--- config.mk ---
export PLATFORM = sky130hd
export DESIGN_NAME = jtag_tap_master
export DESIGN_NICKNAME = d
export VERILOG_FILES = /design/src/rtl/jtag_types_pkg.sv /design/src/rtl/jtag_tap_master_chk.sv /design/src/rtl/jtag_tck_gen.sv /design/src/rtl/jtag_tap_master.sv
export SDC_FILE = /design/constraint.sdc
export NUM_CORES = 1
export LEC_CHECK = 0
export CORE_MARGIN = 8
export CORE_UTILIZATION = 50
export DETAILED_ROUTE_END_ITERATION = 16
export PLACE_DENSITY = 0.78
export SYNTH_ARGS = -nofsm -noshare
export SYNTH_HDL_FRONTEND = slang
export SYNTH_SLANG_ARGS = --single-unit
--- constraint.sdc ---
create_clock -name CLK -period 6.9 [get_ports CLK]
set_input_delay 1.035 -clock CLK [delete_from_list [all_inputs] [get_ports CLK]]
set_output_delay 1.035 -clock CLK [all_outputs]
set_load 0.03 [all_outputs]
--- src/rtl/jtag_types_pkg.sv ---
// Shared JTAG types: target TAP state encoding, host command opcodes and the
// standard 16-state TAP transition function used to mirror the target.
package jtag_types_pkg;

    typedef enum logic [3:0] {
        TEST_LOGIC_RESET = 4'd0,
        RUN_TEST_IDLE    = 4'd1,
        SELECT_DR_SCAN   = 4'd2,
        CAPTURE_DR       = 4'd3,
        SHIFT_DR         = 4'd4,
        EXIT1_DR         = 4'd5,
        PAUSE_DR         = 4'd6,
        EXIT2_DR         = 4'd7,
        UPDATE_DR        = 4'd8,
        SELECT_IR_SCAN   = 4'd9,
        CAPTURE_IR       = 4'd10,
        SHIFT_IR         = 4'd11,
        EXIT1_IR         = 4'd12,
        PAUSE_IR         = 4'd13,
        EXIT2_IR         = 4'd14,
        UPDATE_IR        = 4'd15
    } state_t;

    typedef enum logic [1:0] {
        OP_RESET   = 2'd0,
        OP_IDLE    = 2'd1,
        OP_SCAN_IR = 2'd2,
        OP_SCAN_DR = 2'd3
    } jtag_cmd_op_t;

    typedef enum logic [2:0] {
        M_INIT  = 3'd0,
        M_READY = 3'd1,
        M_HEAD  = 3'd2,
        M_SHIFT = 3'd3,
        M_TAIL  = 3'd4,
        M_RESP  = 3'd5
    } master_state_t;

    localparam int RESET_TMS_LEN = 6;

    function automatic state_t tap_next(input state_t s, input logic tms);
        state_t n;
        case (s)
            TEST_LOGIC_RESET: n = tms ? TEST_LOGIC_RESET : RUN_TEST_IDLE;
            RUN_TEST_IDLE:    n = tms ? SELECT_DR_SCAN   : RUN_TEST_IDLE;
            SELECT_DR_SCAN:   n = tms ? SELECT_IR_SCAN   : CAPTURE_DR;
            CAPTURE_DR:       n = tms ? EXIT1_DR         : SHIFT_DR;
            SHIFT_DR:         n = tms ? EXIT1_DR         : SHIFT_DR;
            EXIT1_DR:         n = tms ? UPDATE_DR        : PAUSE_DR;
            PAUSE_DR:         n = tms ? EXIT2_DR         : PAUSE_DR;
            EXIT2_DR:         n = tms ? UPDATE_DR        : SHIFT_DR;
            UPDATE_DR:        n = tms ? SELECT_DR_SCAN   : RUN_TEST_IDLE;
            SELECT_IR_SCAN:   n = tms ? TEST_LOGIC_RESET : CAPTURE_IR;
            CAPTURE_IR:       n = tms ? EXIT1_IR         : SHIFT_IR;
            SHIFT_IR:         n = tms ? EXIT1_IR         : SHIFT_IR;
            EXIT1_IR:         n = tms ? UPDATE_IR        : PAUSE_IR;
            PAUSE_IR:         n = tms ? EXIT2_IR         : PAUSE_IR;
            EXIT2_IR:         n = tms ? UPDATE_IR        : SHIFT_IR;
            UPDATE_IR:        n = tms ? SELECT_DR_SCAN   : RUN_TEST_IDLE;
            default:          n = TEST_LOGIC_RESET;
        endcase
        return n;
    endfunction

endpackage

--- src/rtl/jtag_tap_master_chk.sv ---
// Protocol checker: whenever the master is ready for a command the mirrored
// target TAP must be parked in Run-Test/Idle.
module jtag_tap_master_chk
    import jtag_types_pkg::*;
(
    input logic   i_clk,
    input logic   i_rst_n,
    input logic   i_ready,
    input state_t i_tap
);

    a_ready_in_rti: assert property (@(posedge i_clk) disable iff (!i_rst_n)
        i_ready |-> (i_tap == RUN_TEST_IDLE));

endmodule

--- src/rtl/jtag_tck_gen.sv ---
// TCK generator: CLK_DIV system clocks low then CLK_DIV high per TCK period,
// with strobes that flag the CLK edge on which TCK is about to rise or fall.
module jtag_tck_gen #(
    parameter int CLK_DIV = 2
) (
    input  logic i_clk,
    input  logic i_rst_n,
    input  logic i_en,
    output logic o_tck,
    output logic o_tck_rise,
    output logic o_tck_fall
);
    localparam int CW = (CLK_DIV > 1) ? $clog2(CLK_DIV) : 1;
    localparam logic [CW-1:0] CNT_MAX = CW'(CLK_DIV - 1);

    logic [CW-1:0] r_cnt;
    logic          r_tck;
    logic          w_wrap;

    assign w_wrap     = i_en && (r_cnt == CNT_MAX);
    assign o_tck_rise = w_wrap && !r_tck;
    assign o_tck_fall = w_wrap && r_tck;
    assign o_tck      = r_tck;

    // Half-period counter; TCK is parked low whenever the generator is disabled
    always_ff @(posedge i_clk or negedge i_rst_n) begin
        if (!i_rst_n) begin
            r_cnt <= '0;
            r_tck <= 1'b0;
        end else if (!i_en) begin
            r_cnt <= '0;
            r_tck <= 1'b0;
        end else if (w_wrap) begin
            r_cnt <= '0;
            r_tck <= ~r_tck;
        end else begin
            r_cnt <= r_cnt + 1'b1;
        end
    end

endmodule

--- src/rtl/jtag_tap_master.sv ---
// Host-side JTAG TAP master: turns one-word commands into TCK/TMS/TDI walks of
// the target TAP and returns the TDO bits captured while shifting.
module jtag_tap_master
    import jtag_types_pkg::*;
#(
    parameter int MAX_LEN = 32,
    parameter int CLK_DIV = 2
) (
    input  logic                         CLK,
    input  logic                         TRST,
    input  logic                         cmd_valid,
    output logic                         cmd_ready,
    input  jtag_cmd_op_t                 cmd_op,
    input  logic [$clog2(MAX_LEN+1)-1:0] cmd_len,
    input  logic [MAX_LEN-1:0]           cmd_tdi,
    output logic                         rsp_valid,
    input  logic                         rsp_ready,
    output logic [MAX_LEN-1:0]           rsp_tdo,
    output logic                         busy,
    output logic                         TCK,
    output logic                         TMS,
    output logic                         TDI,
    input  logic                         TDO
);
    localparam int LEN_W = $clog2(MAX_LEN + 1);
    localparam logic [LEN_W-1:0] MAX_L = LEN_W'(MAX_LEN);

    master_state_t      r_state, w_next_state, w_ph;
    jtag_cmd_op_t       r_op;
    state_t             r_tap;
    logic [LEN_W-1:0]   r_idx, w_next_idx, r_len, w_cmd_len, w_phase_len;
    logic [MAX_LEN-1:0] r_tdi, r_tdo;
    logic               r_tms, w_next_tms, r_tdi_bit, w_next_tdi, r_last;
    logic               w_accept, w_en, w_rise, w_fall;

    // TMS for TCK number idx of a phase; every command ends back in Run-Test/Idle
    function automatic logic tms_for(input master_state_t st, input jtag_cmd_op_t op,
                                     input logic [LEN_W-1:0] idx, input logic [LEN_W-1:0] len);
        logic t;
        case (st)
            M_INIT:  t = (idx < LEN_W'(RESET_TMS_LEN - 1));
            M_HEAD:  t = (op == OP_SCAN_IR) ? (idx < LEN_W'(2)) :
                         (op == OP_SCAN_DR) ? (idx == '0) : 1'b0;
            M_SHIFT: t = (idx == len - 1'b1);
            M_TAIL:  t = (idx == '0);
            default: t = 1'b0;
        endcase
        return t;
    endfunction

    function automatic master_state_t next_phase(input master_state_t st, input jtag_cmd_op_t op);
        master_state_t n;
        case (st)
            M_HEAD:  n = (op == OP_IDLE) ? M_READY : M_SHIFT;
            M_SHIFT: n = M_TAIL;
            M_TAIL:  n = M_RESP;
            default: n = M_READY;
        endcase
        return n;
    endfunction

    assign w_cmd_len = (cmd_len > MAX_L) ? MAX_L : cmd_len;
    assign w_en      = (r_state == M_INIT) || (r_state == M_HEAD) ||
                       (r_state == M_SHIFT) || (r_state == M_TAIL);
    assign w_ph      = next_phase(r_state, r_op);

    jtag_tck_gen #(.CLK_DIV(CLK_DIV)) u_tck_gen (
        .i_clk      (CLK),
        .i_rst_n    (TRST),
        .i_en       (w_en),
        .o_tck      (TCK),
        .o_tck_rise (w_rise),
        .o_tck_fall (w_fall)
    );

    // TCK count of the phase currently being clocked out
    always_comb begin
        w_phase_len = LEN_W'(1);
        case (r_state)
            M_INIT:  w_phase_len = LEN_W'(RESET_TMS_LEN);
            M_HEAD:  w_phase_len = (r_op == OP_IDLE)    ? r_len :
                                   (r_op == OP_SCAN_IR) ? LEN_W'(4) : LEN_W'(3);
            M_SHIFT: w_phase_len = r_len;
            M_TAIL:  w_phase_len = LEN_W'(2);
            default: w_phase_len = LEN_W'(1);
        endcase
    end

    // Next state; phase changes happen on the TCK fall after a phase's last rise
    always_comb begin
        w_next_state = r_state;
        w_next_idx   = r_idx;
        w_next_tms   = r_tms;
        w_next_tdi   = r_tdi_bit;
        w_accept     = 1'b0;
        case (r_state)
            M_READY: begin
                if (cmd_valid) begin
                    w_accept   = 1'b1;
                    w_next_idx = '0;
                    case (cmd_op)
                        OP_RESET: begin
                            w_next_state = M_INIT;
                            w_next_tms   = 1'b1;
                        end
                        OP_IDLE: w_next_state = (w_cmd_len == '0) ? M_READY : M_HEAD;
                        default: begin
                            if (w_cmd_len == '0) begin
                                w_next_state = M_RESP;
                            end else begin
                                w_next_state = M_HEAD;
                                w_next_tms   = 1'b1;
                            end
                        end
                    endcase
                end else begin
                    w_accept = 1'b0;
                end
            end
            M_INIT, M_HEAD, M_SHIFT, M_TAIL: begin
                if (w_fall && r_last) begin
                    w_next_state = w_ph;
                    w_next_idx   = '0;
                    w_next_tms   = tms_for(w_ph, r_op, '0, r_len);
                    w_next_tdi   = (w_ph == M_SHIFT) ? r_tdi[0] : 1'b0;
                end else if (w_fall) begin
                    w_next_idx   = r_idx + 1'b1;
                    w_next_tms   = tms_for(r_state, r_op, r_idx + 1'b1, r_len);
                    w_next_tdi   = (r_state == M_SHIFT) ? r_tdi[1] : 1'b0;
                end else begin
                    w_next_state = r_state;
                end
            end
            M_RESP: begin
                if (rsp_ready) begin
                    w_next_state = M_READY;
                end else begin
                    w_next_state = M_RESP;
                end
            end
            default: w_next_state = M_INIT;
        endcase
    end

    // FSM state plus the pin registers that follow it
    always_ff @(posedge CLK or negedge TRST) begin
        if (!TRST) begin
            r_state   <= M_INIT;
            r_idx     <= '0;
            r_tms     <= 1'b1;
            r_tdi_bit <= 1'b0;
        end else begin
            r_state   <= w_next_state;
            r_idx     <= w_next_idx;
            r_tms     <= w_next_tms;
            r_tdi_bit <= w_next_tdi;
        end
    end

    // Command latch, TDO capture (MSB-in, right-aligned after the last bit) and TAP mirror
    always_ff @(posedge CLK or negedge TRST) begin
        if (!TRST) begin
            r_op   <= OP_RESET;
            r_len  <= '0;
            r_tdi  <= '0;
            r_tdo  <= '0;
            r_last <= 1'b0;
            r_tap  <= TEST_LOGIC_RESET;
        end else if (w_accept) begin
            r_op   <= cmd_op;
            r_len  <= w_cmd_len;
            r_tdi  <= cmd_tdi;
            r_tdo  <= '0;
            r_last <= 1'b0;
        end else if (w_rise) begin
            r_tap  <= tap_next(r_tap, r_tms);
            r_last <= (r_idx == w_phase_len - 1'b1);
            if (r_state == M_SHIFT) begin
                r_tdo <= {TDO, r_tdo[MAX_LEN-1:1]};
            end
        end else if (w_fall && (r_state == M_SHIFT)) begin
            if (r_last) begin
                r_tdo <= r_tdo >> (MAX_L - r_len);
            end else begin
                r_tdi <= r_tdi >> 1;
            end
        end
    end

    assign cmd_ready = (r_state == M_READY);
    assign rsp_valid = (r_state == M_RESP);
    assign busy      = (r_state != M_READY);
    assign rsp_tdo   = r_tdo;
    assign TMS       = r_tms;
    assign TDI       = r_tdi_bit;

    jtag_tap_master_chk u_chk (
        .i_clk   (CLK),
        .i_rst_n (TRST),
        .i_ready (cmd_ready),
        .i_tap   (r_tap)
    );

endmodule

### Word level (Yosys, flattened, before mapping)

Index checks and enable logic that the tools add are counted.

| word-level totals | value |
|---|---|
| flip-flop bits (word level) | 86 |
| word-level logic and storage cells | 124 |

| operators by class | value |
|---|---|
| $add $sub $neg | 5 |
| $lt $le $gt $ge | 3 |
| equal/unequal tests | 24 |
| shifts and indexed selects | 1 |
| muxes and demuxes | 50 |
| bitwise operators | 1 |
| reduce and logical (&&, ||, !) cells | 29 |

Operator list:

| operator | number |
|---|---|
| $mux 32 | 9 |
| $shr 32x6->32 | 1 |
| $mux 6 | 5 |
| $pmux 6 s4 | 1 |
| $mux 1 | 20 |
| $logic_not 6->1 | 3 |
| $pmux 3 s3 | 2 |
| $mux 3 | 5 |
| $eq 3x2->1 const B | 4 |
| $eq 6x6->1 | 2 |
| $pmux 6 s2 | 1 |
| $sub 6x1->6 const B | 2 |
| $ne 2x2->1 const B | 5 |
| $eq 3x3->1 const B | 3 |
| $reduce_and 3->1 | 3 |
| $reduce_bool 2->1 | 4 |
| $add 6x1->6 const B | 1 |
| $gt 6x6->1 const B | 1 |
| $logic_not 3->1 | 2 |
| $lt 6x2->1 const B | 1 |
| $lt 6x3->1 const B | 1 |
| $ne 3x3->1 const B | 2 |
| $pmux 3 s2 | 1 |
| $reduce_bool 3->1 | 2 |
| 21 further kinds | 32 |

### Longest topological paths before layout

| depth | value |
|---|---|
| word-level depth | 10 |
| mapped depth | 11 |

### By module

Synthesis repeated with hierarchy kept, for this count alone.

| unflattened totals | value |
|---|---|
| cell total of the unflattened synthesis | 661 |
| area total of the unflattened synthesis | 6168.4 µm² |

Modules (own cells, without submodules):

| module | instances | cells each | area each (µm²) | sequential area each (µm²) |
|---|---|---|---|---|
| jtag_tap_master | 1 | 653 | 6079.6 | 2103.3 |
| jtag_tck_gen | 1 | 8 | 88.8 | 50.0 |

### Worst setup path after synthesis

No wires, ideal clock.

| path | value |
|---|---|
| path kind | reg-to-output |
| from | register r_state[0] |
| to | output port busy |
| arrival time | 1.585 ns |
| data required time | 5.865 ns |
| setup slack | 4.280 ns |
| cell stages (with the launch flop) | 6 |
| path buffers | 2 |
| cell sequence | dfrtp_1 -> buf_2 -> clkbuf_1 -> nand2_1 -> nor2_1 -> inv_1 |

| between the ends | value |
|---|---|
| longest elaborated chain between the ends | 1 |

RTL lines:

| what | line | RTL |
|---|---|---|
| from (decl) | jtag_tap_master.sv:28 | `master_state_t r_state, w_next_state, w_ph;` |
| from (signal assigned) | jtag_tap_master.sv:153 | `r_state <= w_next_state;` |
| $ne 3x1->1 | jtag_tap_master.sv:192 | `assign busy = (r_state != M_READY);` |
| to (decl) | jtag_tap_master.sv:19 | `output logic busy,` |

Every way passes these cells.

### Final worst setup path

| path | value |
|---|---|
| from | register r_len[0] |
| to | register r_tdo[1], in the netlist rsp_tdo[1] |

| between the ends | value |
|---|---|
| longest elaborated chain between the ends | 6 |

RTL lines:

| what | line | RTL |
|---|---|---|
| from (decl) | jtag_tap_master.sv:31 | `logic [LEN_W-1:0] r_idx, w_next_idx, r_len, w_cmd_len, w_phase_len;` |
| from (signal assigned) | jtag_tap_master.sv:171 | `r_len <= w_cmd_len;` |
| $sub 6x6->6 | jtag_tap_master.sv:183 | `r_tdo <= r_tdo >> (MAX_L - r_len);` |
| $shr 32x6->32 | jtag_tap_master.sv:183 |  |
| $mux 32 | jtag_tap_master.sv:182 | `if (r_last) begin` |
| $mux 32 | jtag_tap_master.sv:181 | `end else if (w_fall && (r_state == M_SHIFT)) begin` |
| $mux 32 | jtag_tap_master.sv:175 | `end else if (w_rise) begin` |
| $mux 32 | jtag_tap_master.sv:169 | `end else if (w_accept) begin` |
| to (signal assigned) | jtag_tap_master.sv:179 | `r_tdo <= {TDO, r_tdo[MAX_LEN-1:1]};` |
| to (signal assigned) | jtag_tap_master.sv:183 |  |
| to (decl) | jtag_tap_master.sv:32 | `logic [MAX_LEN-1:0] r_tdi, r_tdo;` |

Every way passes these cells. The select of a mux whose other input is x is not followed.
A chain may end at the register's enable or synchronous reset.

==> flow_metrics.py <==
metrics = {
    "status": {
        "status": "finished, final reports clean",
    },
    "sta": {
        "tightestPinTransition_ps": 1130,
        "hold_viol": 0,
        "rsz0062_at_grt": "false",
        "period_minus_slack_ps": 3720,
        "period_share_pct": 53.9,
        "relSlewSlack_pct": 24.3,
        "finalSetupViolCount": 0,
        "fin_skew_ps": 7.65,
        "maxSlewViolCount": 0,
        "fin_setup_tns_ps": 0,
        "fmax_ghz": 0.269,
    },
    "cts": {
        "numCtsBuffers": 9,
        "clk_pin_slew_ps": 60,
        "h-tree-depth": 3,
        "holdBufCountCts": 0,
        "cts_setup_buffers": 0,
        "cts_tree": "built",
        "root_buffer": "clkbuf_16",
        "clock_latency_ps": 360,
        "ctsResizeCount": 0,
        "cts.sinks": 86,
        "clockBufferDepth": 2,
    },
    "layout": {
        "syn_to_final_growth_pct": 18.1,
        "postLayoutCoreUtil_pct": 60.1,
        "fillers": 1032,
        "layout_common_cells": "91 x nor2_1, 84 x dfrtp_1, 81 x clkdlybuf4s50_1",
        "final_common_cell": "nor2_1",
        "antennaDiodeCount": 0,
        "layout-drive-gt1-share_pct": 8.97,
        "final_nets": 793,
        "instances_no_fill": 894,
    },
    "detailed_routing": {
        "drt_wl_total_um": 18400,
        "postRouteAntennaNets": 0,
        "drc": 0,
        "drt_iter0_markers": 674,
        "vias_per_cell": 6.53,
        "wl_per_cell_um": 20.6,
        "vias": 5837,
        "dr.pass1.iters": 5,
    },
    "worst_setup_path": {
        "crit_fanout": 43,
        "reg2reg_slack_ps": 3180,
        "cp_slowest_stage_delay_ps": 1030,
        "crit_top_cell": "mux2i_1",
        "worst-setup-path-type": "flop to flop",
        "cp-start-kind": "flop",
        "cp_data_arrival_time_ps": 3980,
        "critPathRequiredTime_ps": 7170,
        "critical_path.cell_chain": "inv_2, ha_1, buf_4, mux2i_1, o22ai_1, mux2i_1, mux2i_1, mux2i_1, o211ai_1",
        "slowest_stage": "dfrtp_2",
        "cp-end-kind": "flop",
    },
    "yosys": {
        "synth-edff-count": 0,
        "async_flop_share_pct": 100,
        "syn-cell-area_mm2": 0.00609,
        "synth.avg_cell_area_um2": 8.70,
        "synth.distinct_cells": 62,
        "synth_fp_nets": 750,
        "yosys_register_bits": 86,
        "synth_seq_area_share_pct": 35.4,
        "ys.warnings.count": 0,
        "syn-instance-count": 700,
        "synth-main-ff-cell": "dfrtp_1",
    },
    "placed_design": {
        "dpl.hpwl_um": 12700,
        "dp_cells": 879,
        "gp_congestion": 0.904,
        "portBuffers": 82,
    },
    "floorplanning": {
        "die_h_um": 126,
        "dieArea_mm2": 0.0160,
        "initial_core_util_pct": 50.9,
        "io_pins": 83,
        "core_area_mm2": 0.0120,
        "rows": 40,
        "die_x_um": 126,
    },
    "power_and_ir_drop": {
        "power.density_mw_per_mm2": 500,
        "ir_drop_mv": 0.380,
        "p_leak_nw": 2.86,
    },
    "global_route": {
        "grt_usage_pct": 23.1,
        "first_global_vias": 5756,
        "overflow": 0,
        "grt_pass1_wl_um": 29800,
        "antenna_found_initial": 0,
        "grt_max_degree": 62,
    },
    "job": {
        "cap_violations": 0,
    },
    "min_path": {
        "hp-class": "flop to flop",
    },
}
## power by group
part / total [mW] / leakage [nW] / switching, mW / internal [mW]
combinational: 2.11 / 1.62 / 1.27 / 0.835
sequential: 0.966 / 1.08 / 0.288 / 0.678
clock: 0.522 / 0.150 / 0.207 / 0.315
total: 3.60 / 2.86 / 1.77 / 1.83
## through the flow
stage	instance area, µm²	hold slack (ps)	setup WS [ps]	total power, mW
final	7190	498	3180	3.60
after global routing	7190	529	2960	3.80
after CTS	7190	503	3240	3.56
after detailed placement	6890	489	3280	3.04
after global placement	6890	473	3400	2.96
after floorplan	6090	466	4280	2.52
## flip-flops by register name, indices dropped and copies added, names as in the netlist
name	flops
r_tdi	32
rsp_tdo	32
r_idx	6
r_len	6
r_state	3
r_op	2
TDI	1
TMS	1
r_last	1
u_tck_gen.o_tck	1
u_tck_gen.r_cnt	1
## critical path: cells and delay by family (launching register included)
| family | cells | cell delay, ps |
|---|---|---|
| flip-flops | 1 | 1030 |
| multiplexers | 4 | 840 |
| buffers and inverters | 2 | 730 |
| AO/OA/AOI/OAI | 2 | 610 |
| adder cells (fa/ha/maj) | 1 | 380 |
## cell usage after synthesis (16+ instances only)
master	instances	area, µm²
o21ai_0	29	145
clkbuf_1	31	116
mux2i_1	36	360
a21oi_1	43	215
dfrtp_1	85	2130
nor2_1	91	342
o22ai_1	37	231
o21ai_1	16	80.1
buf_2	17	85.1
nand3_1	37	185
nand2_1	76	285
mux4_2	21	473
## final timing paths
path | depth (start not counted) | from | endpoint
max in group asynchronous | 2 | TRST | r_len[0]$_DFFE_PN0P_
hold reg to reg | 2 | TDI$_DFFE_PN0P_ | TDI$_DFFE_PN0P_
min in group asynchronous | 1 | TRST | rsp_tdo[1]$_DFFE_PN0P_
setup / recovery | 9 | r_len[0]$_DFFE_PN0P_ | rsp_tdo[1]$_DFFE_PN0P_
hold / removal | 2 | TDI$_DFFE_PN0P_ | TDI$_DFFE_PN0P_
setup reg to reg | 9 | r_len[0]$_DFFE_PN0P_ | rsp_tdo[1]$_DFFE_PN0P_
## layout make-up
cell class / count / area [µm²] / area share (%)
Inverter: 11 / 41.3 / 0.574
Timing Repair Buffer: 92 / 893 / 12.4
Tap cell: 147 / 184 / 2.56
Multi-Input combinational cell: 543 / 3610 / 50.2
Clock buffer: 11 / 233 / 3.24
Sequential cell: 86 / 2150 / 30.0
Clock inverter: 4 / 73.8 / 1.03
## routing by layer
metal,up-vias,GRT usage (%),wire (µm)
li1,2644,-,-
met1,2809,29.7,7460
met2,337,36.5,8600
met3,47,4.69,1810
met4,0,10.9,559
met5,-,0,0
## logic make-up after synthesis
logic type,Yosys count,share of synthesized area [%]
simple gates,263,20.3
compound gates,190,19.5
flops,86,35.4
buf+inv,71,5.47
mux,62,14.6
xor+xnor,23,3.74
fa+ha+maj,5,1.03
(Power assumes the default switching activity.)
